**src/rtl/uart_rx_ctrl.sv**
```systemverilog
// UART receive controller: bus registers, byte FIFO and level irq; idle timeout only with UART_RX_TIMEOUT_EN.
// Reads answer one cycle after req; no backpressure, a byte arriving at a full FIFO is dropped and flags overrun.
module uart_rx_ctrl #(
  parameter int          FIFO_DEPTH = 8,
  parameter logic [15:0] BAUD_RESET = 16'd868
) (
  input  logic        clk,
  input  logic        nrst,
  input  logic        req,
  input  logic        we,
  input  logic [1:0]  addr,
  input  logic [31:0] wdata,
  output logic [31:0] rdata,
  output logic        rvalid,
  output logic        irq,
  output logic [15:0] bit_period,
  output logic        rx_nrst,
  input  logic [7:0]  rx_data,
  input  logic        rx_busy,
  input  logic        rx_done
);
  localparam int AW = $clog2(FIFO_DEPTH);
  localparam int CW = AW + 1;
  localparam logic [CW-1:0] FULL_CNT = CW'(FIFO_DEPTH);

  logic [7:0]    mem_q [FIFO_DEPTH];
  logic [AW-1:0] wr_ptr_q, wr_ptr_d, rd_ptr_q, rd_ptr_d;
  logic [CW-1:0] count_q, count_d;
  logic          overrun_q, overrun_d, timeout_q, timeout_d;
  logic [15:0]   baud_q, baud_d;
  logic          enable_q, enable_d;
  logic [2:0]    ien_q, ien_d;
  logic [31:0]   rdata_q, rdata_d;
  logic          rvalid_q, irq_q, irq_d, rx_nrst_q;

  logic rd_req, wr_req, flush, ovr_clr, pop, push, drop;
  logic not_empty, full, not_empty_d, full_d;
  logic [31:0] status_w;
  logic unused_wdata;

  assign unused_wdata = ^wdata[31:16];

  assign rd_req    = req & ~we;
  assign wr_req    = req & we;
  assign flush     = wr_req & (addr == 2'd3) & wdata[4];
  assign ovr_clr   = wr_req & (addr == 2'd1) & wdata[2];
  assign not_empty = (count_q != '0);
  assign full      = (count_q == FULL_CNT);
  assign pop       = rd_req & (addr == 2'd0) & not_empty & ~flush;
  // a coinciding pop frees the slot, so a full FIFO can still accept the byte
  assign push      = rx_done & enable_q & (~full | pop) & ~flush;
  assign drop      = rx_done & enable_q & full & ~pop;

  always_comb begin
    wr_ptr_d = wr_ptr_q;
    rd_ptr_d = rd_ptr_q;
    count_d  = count_q;
    if (flush) begin
      wr_ptr_d = '0;
      rd_ptr_d = '0;
      count_d  = '0;
    end else begin
      if (push) wr_ptr_d = wr_ptr_q + AW'(1);
      if (pop)  rd_ptr_d = rd_ptr_q + AW'(1);
      count_d = count_q + CW'(push) - CW'(pop);
    end
  end

  always_comb begin
    baud_d   = baud_q;
    enable_d = enable_q;
    ien_d    = ien_q;
    if (wr_req && addr == 2'd2) baud_d = wdata[15:0];
    if (wr_req && addr == 2'd3) begin
      enable_d = wdata[0];
      ien_d    = wdata[3:1];
    end
  end

  assign overrun_d = (overrun_q & ~ovr_clr) | drop;

`ifdef UART_RX_TIMEOUT_EN
  logic [17:0] tcnt_q, tcnt_d;
  logic [17:0] tlimit;

  assign tlimit = {baud_q, 2'b00};

  always_comb begin
    tcnt_d    = tcnt_q;
    timeout_d = timeout_q;
    if (push || pop || flush || rx_busy) begin
      tcnt_d = '0;
    end else if (not_empty && !timeout_q && tcnt_q != '1) begin
      tcnt_d = tcnt_q + 18'd1;
      if (baud_q != '0 && tcnt_d >= tlimit) timeout_d = 1'b1;
    end
    if (pop || flush) timeout_d = 1'b0;
  end

  always_ff @(posedge clk) begin
    if (!nrst) tcnt_q <= '0;
    else       tcnt_q <= tcnt_d;
  end
`else
  assign timeout_d = 1'b0;
`endif

  assign irq_d = (ien_q[0] & not_empty) | (ien_q[1] & timeout_q) | (ien_q[2] & overrun_q);

  // STATUS shows the state this edge produces; DATA returns the head before the pop
  assign not_empty_d = (count_d != '0);
  assign full_d      = (count_d == FULL_CNT);
  assign status_w    = {16'h0, 8'(count_d), 3'b000, timeout_d, rx_busy, overrun_d, full_d, not_empty_d};

  always_comb begin
    rdata_d = rdata_q;
    if (rd_req) begin
      case (addr)
        2'd0:    rdata_d = pop ? {24'h0, mem_q[rd_ptr_q]} : 32'h0;
        2'd1:    rdata_d = status_w;
        2'd2:    rdata_d = {16'h0, baud_q};
        default: rdata_d = {28'h0, ien_q, enable_q};
      endcase
    end
  end

  always_ff @(posedge clk) begin
    if (!nrst) begin
      wr_ptr_q  <= '0;
      rd_ptr_q  <= '0;
      count_q   <= '0;
      overrun_q <= 1'b0;
      timeout_q <= 1'b0;
      baud_q    <= BAUD_RESET;
      enable_q  <= 1'b1;
      ien_q     <= 3'b000;
      rdata_q   <= 32'h0;
      rvalid_q  <= 1'b0;
      irq_q     <= 1'b0;
      rx_nrst_q <= 1'b0;
    end else begin
      wr_ptr_q  <= wr_ptr_d;
      rd_ptr_q  <= rd_ptr_d;
      count_q   <= count_d;
      overrun_q <= overrun_d;
      timeout_q <= timeout_d;
      baud_q    <= baud_d;
      enable_q  <= enable_d;
      ien_q     <= ien_d;
      rdata_q   <= rdata_d;
      rvalid_q  <= rd_req;
      irq_q     <= irq_d;
      rx_nrst_q <= enable_q;
    end
  end

  always_ff @(posedge clk) begin
    if (nrst && push) mem_q[wr_ptr_q] <= rx_data;
  end

  assign rdata      = rdata_q;
  assign rvalid     = rvalid_q;
  assign irq        = irq_q;
  assign bit_period = baud_q;
  assign rx_nrst    = rx_nrst_q;
endmodule

```
**config.mk**
```make
export PLATFORM = sky130hd
export DESIGN_NAME = uart_rx_ctrl
export DESIGN_NICKNAME = d
export VERILOG_FILES = /design/src/rtl/uart_rx_ctrl.sv
export SDC_FILE = /design/constraint.sdc
export NUM_CORES = 1
export LEC_CHECK = 0
export BUFFER_PORTS_ARGS = -buffer_cell sky130_fd_sc_hd__buf_2
export CORE_ASPECT_RATIO = 1.1
export CORE_UTILIZATION = 60
export CTS_BUF_LIST = sky130_fd_sc_hd__clkbuf_2 sky130_fd_sc_hd__clkbuf_4 sky130_fd_sc_hd__clkbuf_8
export CTS_CLUSTER_SIZE = 28
export DETAILED_ROUTE_END_ITERATION = 7
export PLACE_DENSITY_LB_ADDON = 0.3
export REMOVE_ABC_BUFFERS = 1
export SLEW_MARGIN = 20
export SYNTH_ARGS = -nofsm -noshare
export SYNTH_HDL_FRONTEND = slang
export SYNTH_SLANG_ARGS = --single-unit
```
**constraint.sdc**
```tcl
create_clock -name clk -period 9.9 [get_ports clk]
set_clock_uncertainty 0.05 [all_clocks]
set_input_delay 0.495 -clock clk [delete_from_list [all_inputs] [get_ports clk]]
set_output_delay 0.495 -clock clk [all_outputs]
set_load 0.01 [all_outputs]
```
Word-level counts from Yosys, hierarchy flattened
Memories as Yosys holds them, arrays and structs flattened. A register that Yosys moved wholly into a read port is not among the register bits.
Index checks and enable logic that the tools add are counted.
{"block": "word_totals", "mem_bits_rw": 64, "elab_cells": 61, "out_inout_bits": 51, "ff_bits": 66, "latchBits": 0, "romBits": 0, "n_memories": 1}
{"block": "op_classes", "magnitude_cmp": 0, "muxes": 7, "n_bitwise": 26, "n_addsub": 4, "div": 0, "n_eq_ne": 5, "n_shift": 0, "n_mul": 0, "n_reduce_logical": 7}
{"name": "mem_q", "depth": 8, "word_bits": 8, "rd": 1, "rd_ports_with_merged_regs": 1, "write_ports": 1, "line": "26", "text": "logic [7:0] mem_q [FIFO_DEPTH];"}
{"operator": "$pmux W16 S3", "count": 1}
{"operator": "$and A1 B1 Y1", "count": 17}
{"operator": "$eq A4 B4 Y1 const B", "count": 2}
{"operator": "$mux W8", "count": 1}
{"operator": "$reduce_bool A4 Y1", "count": 2}
{"operator": "$add A3 B1 Y3 const B", "count": 2}
{"operator": "$mux W3", "count": 2}
{"operator": "$not A1 Y1", "count": 6}
{"operator": "$add A4 B1 Y4", "count": 1}
{"operator": "$eq A2 B2 Y1 const B", "count": 2}
{"operator": "$mux W4", "count": 1}
{"operator": "$sub A4 B1 Y4", "count": 1}
{"operator": "$logic_and A1 B1 Y1", "count": 3}
{"operator": "$or A1 B1 Y1", "count": 3}
{"operator": "$eq A2 B1 Y1 const B", "count": 1}
{"operator": "$logic_not A2 Y1", "count": 1}
{"operator": "$mux W1", "count": 2}
{"operator": "$reduce_or A2 Y1", "count": 1}

Logic depth before layout (Yosys ltp)
Gate-level depths: netlist of the first run.
{"block": "depth", "ltp_word": 13, "mapped_depth": 15, "depth_no_buf": 14}

Least setup slack after synthesis of the first run
Ideal clock, no wire load.
{"block": "synth_path", "path_type": "register to register", "from": "register count_q[2]", "to": "register rdata_q[0] (netlist: rdata[0])", "stages_incl_launch_ff": 15, "arrival_time_ns": 3.048, "period_less_slack_ns": 3.222, "setup_slack_ns": 6.678, "path_buffers": 1, "cell_sequence": "dfxtp_1 -> inv_1 -> ha_1 -> nor3b_1 -> or4_4 -> buf_6 -> inv_1 -> ha_1 -> inv_1 -> ha_1 -> fa_1 -> o31a_1 -> o22a_1 -> a311oi_1 -> a21oi_1"}
{"block": "synth_between", "elab_chain_cells": 11, "word_cells_on_any_way": 14, "cone_classes": "2 x add/sub; 1 x eq/ne; 3 x mux; 6 x bitwise; 2 x reduce/logical"}
{"item": "from (decl)", "line": "28", "text": "logic [CW-1:0] count_q, count_d;"}
{"item": "from (signal assigned)", "line": "144", "text": "count_q <= count_d;"}
{"item": "$reduce_bool A4 Y1 (*)", "line": "47", "text": "assign not_empty = (count_q != '0);"}
{"item": "$and A1 B1 Y1 (*) (2 in a row)", "line": "49", "text": "assign pop = rd_req & (addr == 2'd0) & not_empty & ~flush;"}
{"item": "named net pop", "line": "36", "text": "logic rd_req, wr_req, flush, ovr_clr, pop, push, drop;"}
{"item": "$or A1 B1 Y1", "line": "51", "text": "assign push = rx_done & enable_q & (~full | pop) & ~flush;"}
{"item": "$and A1 B1 Y1 (2 in a row)", "line": "51"}
{"item": "$add A4 B1 Y4", "line": "65", "text": "count_d = count_q + CW'(push) - CW'(pop);"}
{"item": "$sub A4 B1 Y4", "line": "65"}
{"item": "$mux W4", "line": "58", "text": "if (flush) begin"}
{"item": "$reduce_bool A4 Y1", "line": "111", "text": "assign not_empty_d = (count_d != '0);"}
{"item": "$pmux W16 S3 (*)", "line": "118", "text": "case (addr)"}
{"item": "to (signal assigned)", "line": "150", "text": "rdata_q <= rdata_d;"}
{"item": "to (decl)", "line": "33", "text": "logic [31:0] rdata_q, rdata_d;"}
Mark *: on every way through the listed nets, which the timed path passes. The rest lies on a longest branch.
A chain may end at the register's enable or synchronous reset.

Final worst setup path of the first run
Same ends and word-level chain as after synthesis.

==> flow_summary.json, run 1 <==
{
  "status": "finished clean",
  "ios": 99,
  "slew_viol_final": 0,
  "post_cts_buffers": 0,
  "rsz0062_at_grt": "no",
  "cts.sinks": 117,
  "die_w_um": 87.9,
  "cts_buffers": 17,
  "worst_slew_pin_slew_ns": 0.933,
  "drt_iter0_drc": 129,
  "synthAdderAreaFrac_pct": 2.46,
  "clkLatencyLatePin_ns": 0.44,
  "antenna_cells": 0,
  "place_hpwl_um": 6380,
  "grt_pass1_wl_um": 14500,
  "max_freq_mhz": 288,
  "holdBufCountCts": 0,
  "clk_path_buf_depth": 2,
  "syn_area_um2": 4870,
  "synthArstFlopShare_pct": 0,
  "num_rows": 34,
  "synth_edf_count": 64,
  "post-route-min-period_ns": 3.47,
  "initial_core_util_pct": 61.6,
  "synth_top_family_by_area": "simple AND/OR/NAND/NOR gates",
  "vias": 3197,
  "ys_ff_latch": 117,
  "wl_per_cell_um": 16.7,
  "die_area_um2": 8490,
  "synth_area_leaders": "edfxtp_1, dfxtp_1, mux4_2",
  "synth-simple-area-share_pct": 12.0,
  "arrival_ns": 3.74,
  "cts_root_buf": "clkbuf_8",
  "final_min_period_over_clock_period_pct": 35.0,
  "grt_max_degree": 50,
  "yosys.area.top_type": "edfxtp_1",
  "met3_length_um": 574,
  "setup-tns-final_ns": 0,
  "yosysWarnings": 0,
  "irDropWorstVdd_mv": 0.134,
  "wirelength_um": 9570,
  "h-tree-depth": 4,
  "cp_data_required_time_ns": 10.18,
  "drive_gt1_share_pct": 27.9,
  "antenna_found_initial": 0,
  "cts_resized": 0,
  "relSlewSlack_pct": 37.6,
  "finalPower_mw": 1.11,
  "dr.pass1.iters": 4,
  "cts_tree": "yes",
  "vias_per_cell": 5.57,
  "ys.flop_type": "edfxtp_1",
  "die_h_um": 96.5,
  "yosysSeqAreaShare_pct": 61.2,
  "synth-compound-area-share_pct": 8.78,
  "place_congestion": 0.842,
  "critical_path_class": "register to register",
  "avgSynthCellArea_um2": 12.7,
  "synth_cells": 385,
  "cp-start-kind": "register",
  "setup_viol": 0,
  "pwr_density_cell_nw_per_um2": 198,
  "wirelength_met1_um": 4040,
  "syn_to_final_growth_pct": 14.9,
  "synth_xor_area_share_pct": 0.898,
  "wl_met2_um": 4780,
  "ant_nets": 0,
  "finalHoldViolCount": 0,
  "p_leak_nw": 2.09,
  "clk_pin_slew_ns": 0.08,
  "synth_top_area_share_pct": 39.4,
  "fin_nets": 510,
  "first_global_vias": 2990,
  "path_max_fanout": 10,
  "routed.top_layer": "met4",
  "drc_errors": 0,
  "hp-class": "input pin to register",
  "gr-total-overflow": 0,
  "core_area_um2": 7910,
  "track_usage_pct": 24.2,
  "cap_violations": 0,
  "cp-end-kind": "register",
  "port_buffers": 66,
  "ys_types": 55,
  "synthMuxAreaShare_pct": 9.27
}
## placed cells by master (no fill, tap or decap), types with 2 or more instances in the layout
| cell type | count |
|---|---|
| clkinvlp_4 | 4 |
| and3_1 | 5 |
| and2_1 | 4 |
| nor2b_1 | 7 |
| a221oi_1 | 5 |
| nor2_1 | 18 |
| inv_6 | 5 |
| a21boi_0 | 15 |
| o21ai_0 | 9 |
| conb_1 | 16 |
| dfxtp_1 | 52 |
| nor4_1 | 2 |
| xor2_1 | 4 |
| mux4_2 | 15 |
| inv_1 | 9 |
| edfxtp_1 | 64 |
| buf_2 | 66 |
| nor3b_1 | 6 |
| nor3_1 | 2 |
| clkinv_4 | 3 |
| a22oi_1 | 4 |
| clkbuf_8 | 17 |
| a21oi_1 | 14 |
| mux2_2 | 3 |
| nor3_2 | 2 |
| mux2i_1 | 8 |
| nand3_1 | 10 |
| buf_4 | 5 |
| ha_1 | 8 |
| and4_1 | 2 |
| nand2_1 | 52 |
| o221ai_1 | 2 |
## critical path: stages (launching register included)
cell and delay, ns:
dfxtp_1 0.32, inv_1 0.07, ha_1 0.22, nor3b_1 0.17, or4_4 0.57, inv_1 0.19
ha_1 0.26, inv_1 0.07, ha_1 0.18, fa_1 0.47, o31a_1 0.32, o22a_1 0.17
a311oi_1 0.21, a21oi_1 0.10
## state kept, by name, indices dropped and copies added (netlist names), named ones only
name	cells
enable_q	1
rd_ptr_q	3
mem_q	64
wr_ptr_q	3
overrun_q	1
ien_q	3
count_q	4
irq	1
rx_nrst	1
bit_period	16
rvalid	1
rdata	16
## cells in the mapped netlist, types with 3 or more instances
| cell | instances |
|---|---|
| dfxtp_1 | 53 |
| and2_1 | 4 |
| nor3_1 | 4 |
| nor2b_1 | 7 |
| xor2_1 | 4 |
| inv_1 | 9 |
| nand2_1 | 52 |
| edfxtp_1 | 64 |
| buf_4 | 18 |
| nor2_1 | 18 |
| and3_1 | 5 |
| a221oi_1 | 5 |
| o21ai_0 | 9 |
| mux4_2 | 15 |
| a21oi_1 | 14 |
| mux2_2 | 3 |
| nand3_1 | 10 |
| a21boi_0 | 15 |
| nor3b_1 | 6 |
| ha_1 | 8 |
| a22oi_1 | 4 |
| mux2i_1 | 8 |
| clkbuf_1 | 13 |
## area by class of cell
cell class	count	area, um^2
Clock inverter	15	146
Multi-Input combinational cell	237	1700
Timing Repair Buffer	71	368
Tap cell	108	135
Clock buffer	17	234
Fill cell	556	2310
Sequential cell	117	2980
Inverter	9	33.8
## worst paths after layout
kind                   start             to  slack [ns]  cells past startpoint
setup / recovery  count_q[2]       rdata[0]        6.43                     13
setup reg to reg  count_q[2]       rdata[0]        6.43                     13
hold / removal      wdata[5]  bit_period[5]        0.21                      3
hold reg to reg     rdata[1]       rdata[1]        0.42                      2
## logic make-up (layout without fill, tap and decap cells)
kind of cell / Yosys count / count (layout)
simple gates: 119 / 119
flops: 117 / 117
compound gates: 62 / 62
buf+inv: 46 / 112
mux: 26 / 26
fa+ha+maj: 9 / 9
xor+xnor: 5 / 5
other cells: 1 / 16
## metal layers
metal  GRT usage, %  vias up
li1               -     1519
met1           28.5     1540
met2           40.3      122
met3           7.56       16
met4           11.5        0
met5              0        -
## power by group
part	total (mW)	leakage, nW	switching (mW)	internal (mW)
Combinational	0.144	0.903	0.0815	0.0626
Sequential	0.549	1.01	0.0158	0.534
Clock	0.413	0.178	0.210	0.203
## stage by stage
| stage | instance area [um^2] | utilization (%) | setup slack, ns | instances | hold slack, ns |
|---|---|---|---|---|---|
| after floorplan | 4710 | - | 6.73 | 363 | 0.393 |
| after global placement | 5220 | 66.0 | 6.38 | 542 | 0.401 |
| after detailed placement | 5220 | 66.0 | 6.32 | 542 | 0.410 |
| after CTS | 5600 | 70.8 | 6.47 | 574 | 0.189 |
| after global routing | 5600 | 70.8 | 6.26 | 574 | 0.216 |
| final | 5600 | 70.8 | 6.43 | 574 | 0.215 |
No activity file was read; power rests on OpenSTA's default activity.
==> run 2: changes to the inputs <==
CORE_UTILIZATION = 57   (was 60)
clock period = 3.2 ns   (was 9.9 ns; I/O delays follow)
==> run 2 against run 1 <==
Clock power rose to 3.3 times the previous value; core utilization rose by 1.5 points; worst setup slack got worse by 6.3 ns; critical path depth did not move; sequential power rose to 3.1 times the previous value; design area rose by 7.4%; clock-buffer cell count rose by 2; global-route usage fell by 0.11 points; critical path type unchanged; highest routed layer unchanged.
==> flow_summary.json, run 2 (same netlist as run 1, synthesis figures left out) <==
{
  "status": "finished clean",
  "drive_gt1_share_pct": 29.9,
  "grt_pass1_wl_um": 16100,
  "die_area_um2": 8930,
  "post-route-min-period_ns": 3.06,
  "worst_slew_pin_slew_ns": 0.803,
  "cap_violations": 0,
  "port_buffers": 66,
  "mostFrequentLayoutCell": "buf_2",
  "n_fill_cell": 557,
  "whs_ns": 0.109,
  "grt_max_degree": 31,
  "initial_core_util_pct": 58.6,
  "cts_root_buf": "clkbuf_8",
  "dr.pass1.iters": 4,
  "drt_iter0_drc": 138,
  "final_min_period_over_clock_period_pct": 95.6,
  "clk_path_buf_depth": 2,
  "vias": 3358,
  "first_global_vias": 3224,
  "combinationalPowerShare_pct": 14.7,
  "cp-end-kind": "register",
  "dpl_cell_area_um2": 5320,
  "clkPwrFrac_pct": 37.9,
  "place_congestion": 0.844,
  "clk_pin_slew_ns": 0.07,
  "placed_cells": 559,
  "num_rows": 35,
  "cp-start-kind": "register",
  "intPower_mw": 2.69,
  "clkLatencyLatePin_ns": 0.42,
  "cts_buffers": 17,
  "relSlewSlack_pct": 46.4,
  "finalPower_mw": 3.59,
  "die_h_um": 99.0,
  "cp_data_required_time_ns": 3.44,
  "path_max_fanout": 2,
  "irDropWorstVdd_mv": 0.475,
  "slew_viol_final": 0,
  "antenna_found_initial": 0,
  "largest_reg_flops": 64,
  "cts.sinks": 117,
  "wirelength_um": 10200,
  "setup-tns-final_ns": 0,
  "layout.cells.most_common_list": "buf_2, edfxtp_1, nand2_1, dfxtp_1, dlygate4sd3_1",
  "place_hpwl_um": 6750,
  "post-route-util_pct": 72.3,
  "fin_nets": 549,
  "stdcell_count": 616,
  "h-tree-depth": 4,
  "place_ws_ns": 0.0834,
  "ios": 99,
  "finalHoldViolCount": 0,
  "switching_share_pct": 25.1,
  "core_area_um2": 8320,
  "critical_path_class": "register to register",
  "p_sw_mw": 0.900,
  "wl_per_cell_um": 16.6,
  "p_seq_share_pct": 47.4,
  "ant_nets": 0,
  "gr-total-overflow": 0,
  "final_cell_area_um2": 6020,
  "antenna_cells": 0,
  "cts_tree": "yes",
  "vias_per_cell": 5.45,
  "hp-class": "input pin to register",
  "max_freq_mhz": 327,
  "pwr_density_cell_nw_per_um2": 597,
  "regMostFlops": "mem_q",
  "arrival_ns": 3.30,
  "track_usage_pct": 24.1,
  "setup_ws_ns": 0.142,
  "setup_viol": 0,
  "die_w_um": 90.2,
  "rsz0062_at_grt": "no",
  "drc_errors": 0,
  "p_leak_nw": 2.29,
  "syn_to_final_growth_pct": 23.4
}
==> run 2: timing repair <==
action                                  4_1_cts  5_1_grt
resized for setup                             0       12
hold endpoints to repair                     84        0
setup buffers                                 0        1
endpoints found under the setup margin        0        2
hold buffers                                 24        0
==> run 2: critical path: stages, from the launching register on <==
cell      delay (ns)
dfxtp_1         0.33
inv_1           0.05
ha_2            0.17
nor3b_2         0.16
or4_4           0.43
inv_2           0.07
ha_1            0.23
inv_2           0.07
ha_4            0.13
fa_2            0.42
o31a_1          0.31
o22a_1          0.19
a311oi_2        0.23
a21oi_1         0.10
==> run 2: final cells by class <==
| type | instances | area, um^2 | share of cell area [%] |
|---|---|---|---|
| sequential | 117 | 2980 | 49.6 |
| multi-input combinational | 237 | 1730 | 28.8 |
| timing repair buffer | 110 | 721 | 12.0 |
| clock buffer | 19 | 249 | 4.14 |
| clock inverter | 13 | 158 | 2.62 |
| tap | 111 | 139 | 2.31 |
| inverter | 9 | 33.8 | 0.562 |
==> run 2: power by group through the flow <==
stage	Combinational, mW	Sequential [mW]	Clock (mW)
final	0.527	1.70	1.36
after floorplan	0.295	1.73	0
after global routing	0.582	1.71	1.45
after global placement	0.453	1.72	0
after detailed placement	0.462	1.73	0
after CTS	0.490	1.70	1.38
==> run 2: routing by layer <==
metal / part of all wire [%] / wire length (um) / track usage [%]
met4: 1.9 / 193 / 8.81
met3: 5.7 / 580 / 6.40
met5: 0 / 0 / 0
met1: 40 / 4090 / 28.4
met2: 52 / 5370 / 42.4
==> run 2: final timing paths <==
| kind | endpoint | slack, ns | cells after the start | startpoint |
|---|---|---|---|---|
| worst max register to register | rdata[0] | 0.14 | 13 | count_q[3] |
| worst min-delay path | bit_period[9] | 0.11 | 2 | nrst |
| worst max-delay path | rdata[0] | 0.14 | 13 | count_q[3] |
| worst min register to register | ien_q[1] | 0.42 | 2 | ien_q[1] |
==> run 3: changes to the inputs <==
PLACE_DENSITY_LB_ADDON = 0.1   (was 0.3)
==> run 3 against run 2 <==
Sequential cell count stayed put; hold slack worse by 0.019 ns; sequential power hardly changed; largest power group unchanged; die area stayed put; worst setup slack worse by 0.020 ns; wire length is 0.16% higher.
==> flow_summary.json, run 3 (same netlist as run 1, synthesis figures left out) <==
{
  "regMostFlops": "mem_q",
  "cpPeakStageDelay_ns": 0.44,
  "port_buffers": 66,
  "met3_length_um": 563,
  "dpl_cell_area_um2": 5300,
  "die_area_um2": 8930,
  "finalPower_mw": 3.54,
  "cp-end-kind": "register",
  "antenna_found_initial": 0,
  "clk_pin_slew_ns": 0.08,
  "min_from": "rx_done",
  "clk_path_buf_depth": 2,
  "hp-class": "input pin to register",
  "critical_path_class": "register to register",
  "ant_nets": 0,
  "grt_max_degree": 49,
  "worst_path_max_delay_cell": "or4_4",
  "largest_reg_flops": 64,
  "cp-start-kind": "register",
  "drt_iter0_drc": 152,
  "cts_root_buf": "clkbuf_8",
  "irDropWorstVdd_mv": 0.443,
  "clkLatencyLatePin_ns": 0.43,
  "max_freq_mhz": 325,
  "hold_path_depth": 3,
  "wirelength_um": 10300,
  "vias": 3312,
  "final_cell_area_um2": 5970,
  "r2r_cells": 13,
  "grt_pass1_wl_um": 16200,
  "cts_tree": "yes",
  "first_global_vias": 3176,
  "mostFrequentLayoutCell": "buf_2",
  "place_hpwl_um": 6500,
  "dr.pass1.iters": 4,
  "wl_per_cell_um": 16.7,
  "finalHoldViolCount": 0,
  "post-route-min-period_ns": 3.08,
  "final_min_period_over_clock_period_pct": 96.2,
  "n_fill_cell": 593,
  "wirelength_met1_um": 4300,
  "drc_errors": 0,
  "antenna_cells": 0,
  "h-tree-depth": 4,
  "cts_buffers": 17,
  "ios": 99,
  "setup.worst_path.start": "count_q[2]",
  "fin_nets": 547,
  "track_usage_pct": 24.4,
  "layout.cells.most_common_list": "buf_2, edfxtp_1, dfxtp_1, nand2_1, dlygate4sd3_1",
  "core_area_um2": 8320,
  "cap_violations": 0,
  "place_congestion": 0.795,
  "setup_viol": 0,
  "r2r_start": "count_q[2]",
  "syn_to_final_growth_pct": 22.4,
  "p_leak_nw": 2.26,
  "slew_viol_final": 0,
  "cts.sinks": 117,
  "status": "finished clean",
  "arrival_ns": 3.34,
  "wl_met2_um": 5240,
  "die_h_um": 99.0,
  "routed.top_layer": "met4",
  "vias_per_cell": 5.40,
  "cp_data_required_time_ns": 3.46,
  "num_rows": 35,
  "gr-total-overflow": 0,
  "path_cells": "inv_1 > ha_2 > nor3b_1 > or4_4 > inv_2 > ha_1 > inv_2 > ha_4 > fa_2 > o31a_1 > o22a_1 > a311oi_1 > a21oi_1",
  "initial_core_util_pct": 58.6,
  "whs_ns": 0.0898,
  "die_w_um": 90.2,
  "pwr_density_cell_nw_per_um2": 593,
  "drive_gt1_share_pct": 28.9,
  "worst_slew_pin_slew_ns": 0.794,
  "path_common_cell": "inv_2",
  "relSlewSlack_pct": 47.0,
  "path_max_fanout": 3
}
## run 3: changes by cell type in the layout (fill, tap and decap cells not counted), moves of 2 or more
cell and change:
inv_6 +4, clkbuf_4 -2, clkinv_4 -2, clkinvlp_4 +2, buf_4 -2
## run 3: what timing repair did
item	4_1_cts	5_1_grt
setup buffers	0	1
hold endpoints to repair	84	0
hold buffers	24	0
gates resized for setup	0	8
endpoints found under the setup margin	0	1
## run 3: per-layer routing
layer,global-route usage (%),up-vias
li1,-,1590
met1,29.4,1586
met2,41.6,122
met3,6.40,14
met4,10.7,0
met5,0,-
## run 3: per-stage QoR
| stage | utilization (%) | worst slack [ns] | setup TNS, ns | cells |
|---|---|---|---|---|
| after global routing | 71.7 | -0.00373 | -0.00373 | 613 |
| after global placement | 63.7 | 0.123 | 0 | 557 |
| after CTS | 71.3 | 0.0325 | 0 | 612 |
| final | 71.7 | 0.122 | 0 | 613 |
| after detailed placement | 63.7 | 0.0604 | 0 | 557 |
| after floorplan | - | 0.0308 | 0 | 363 |
## run 3: final cells by class
class	count	area, um^2	share of cell area [%]
Sequential cell	117	2980	50.0
Multi-Input combinational cell	237	1720	28.8
Timing Repair Buffer	108	706	11.8
Clock buffer	17	234	3.92
Clock inverter	14	151	2.54
Tap cell	111	139	2.33
Inverter	9	33.8	0.566
## run 3: final timing paths
kind	slack, ns	endpoint
hold / removal	0.09	overrun_q
hold reg to reg	0.42	rdata[1]
setup / recovery	0.12	rdata[0]
setup reg to reg	0.12	rdata[0]
## run 3: critical path: cells and delay by family (launching register included)
kind	cells	cell delay [ns]
adder cells (fa/ha/maj)	4	0.99
AO/OA/AOI/OAI	4	0.81
flip-flops	1	0.31
buffers and inverters	3	0.21
AND/OR/NAND/NOR	2	0.59
## run 3: report_power, final
group	switching, mW	leakage [nW]	total (mW)	internal (mW)
clock	0.614	0.183	1.31	0.694
combinational	0.277	1.07	0.530	0.253
sequential	0.0492	1.01	1.70	1.65
total	0.940	2.26	3.54	2.60
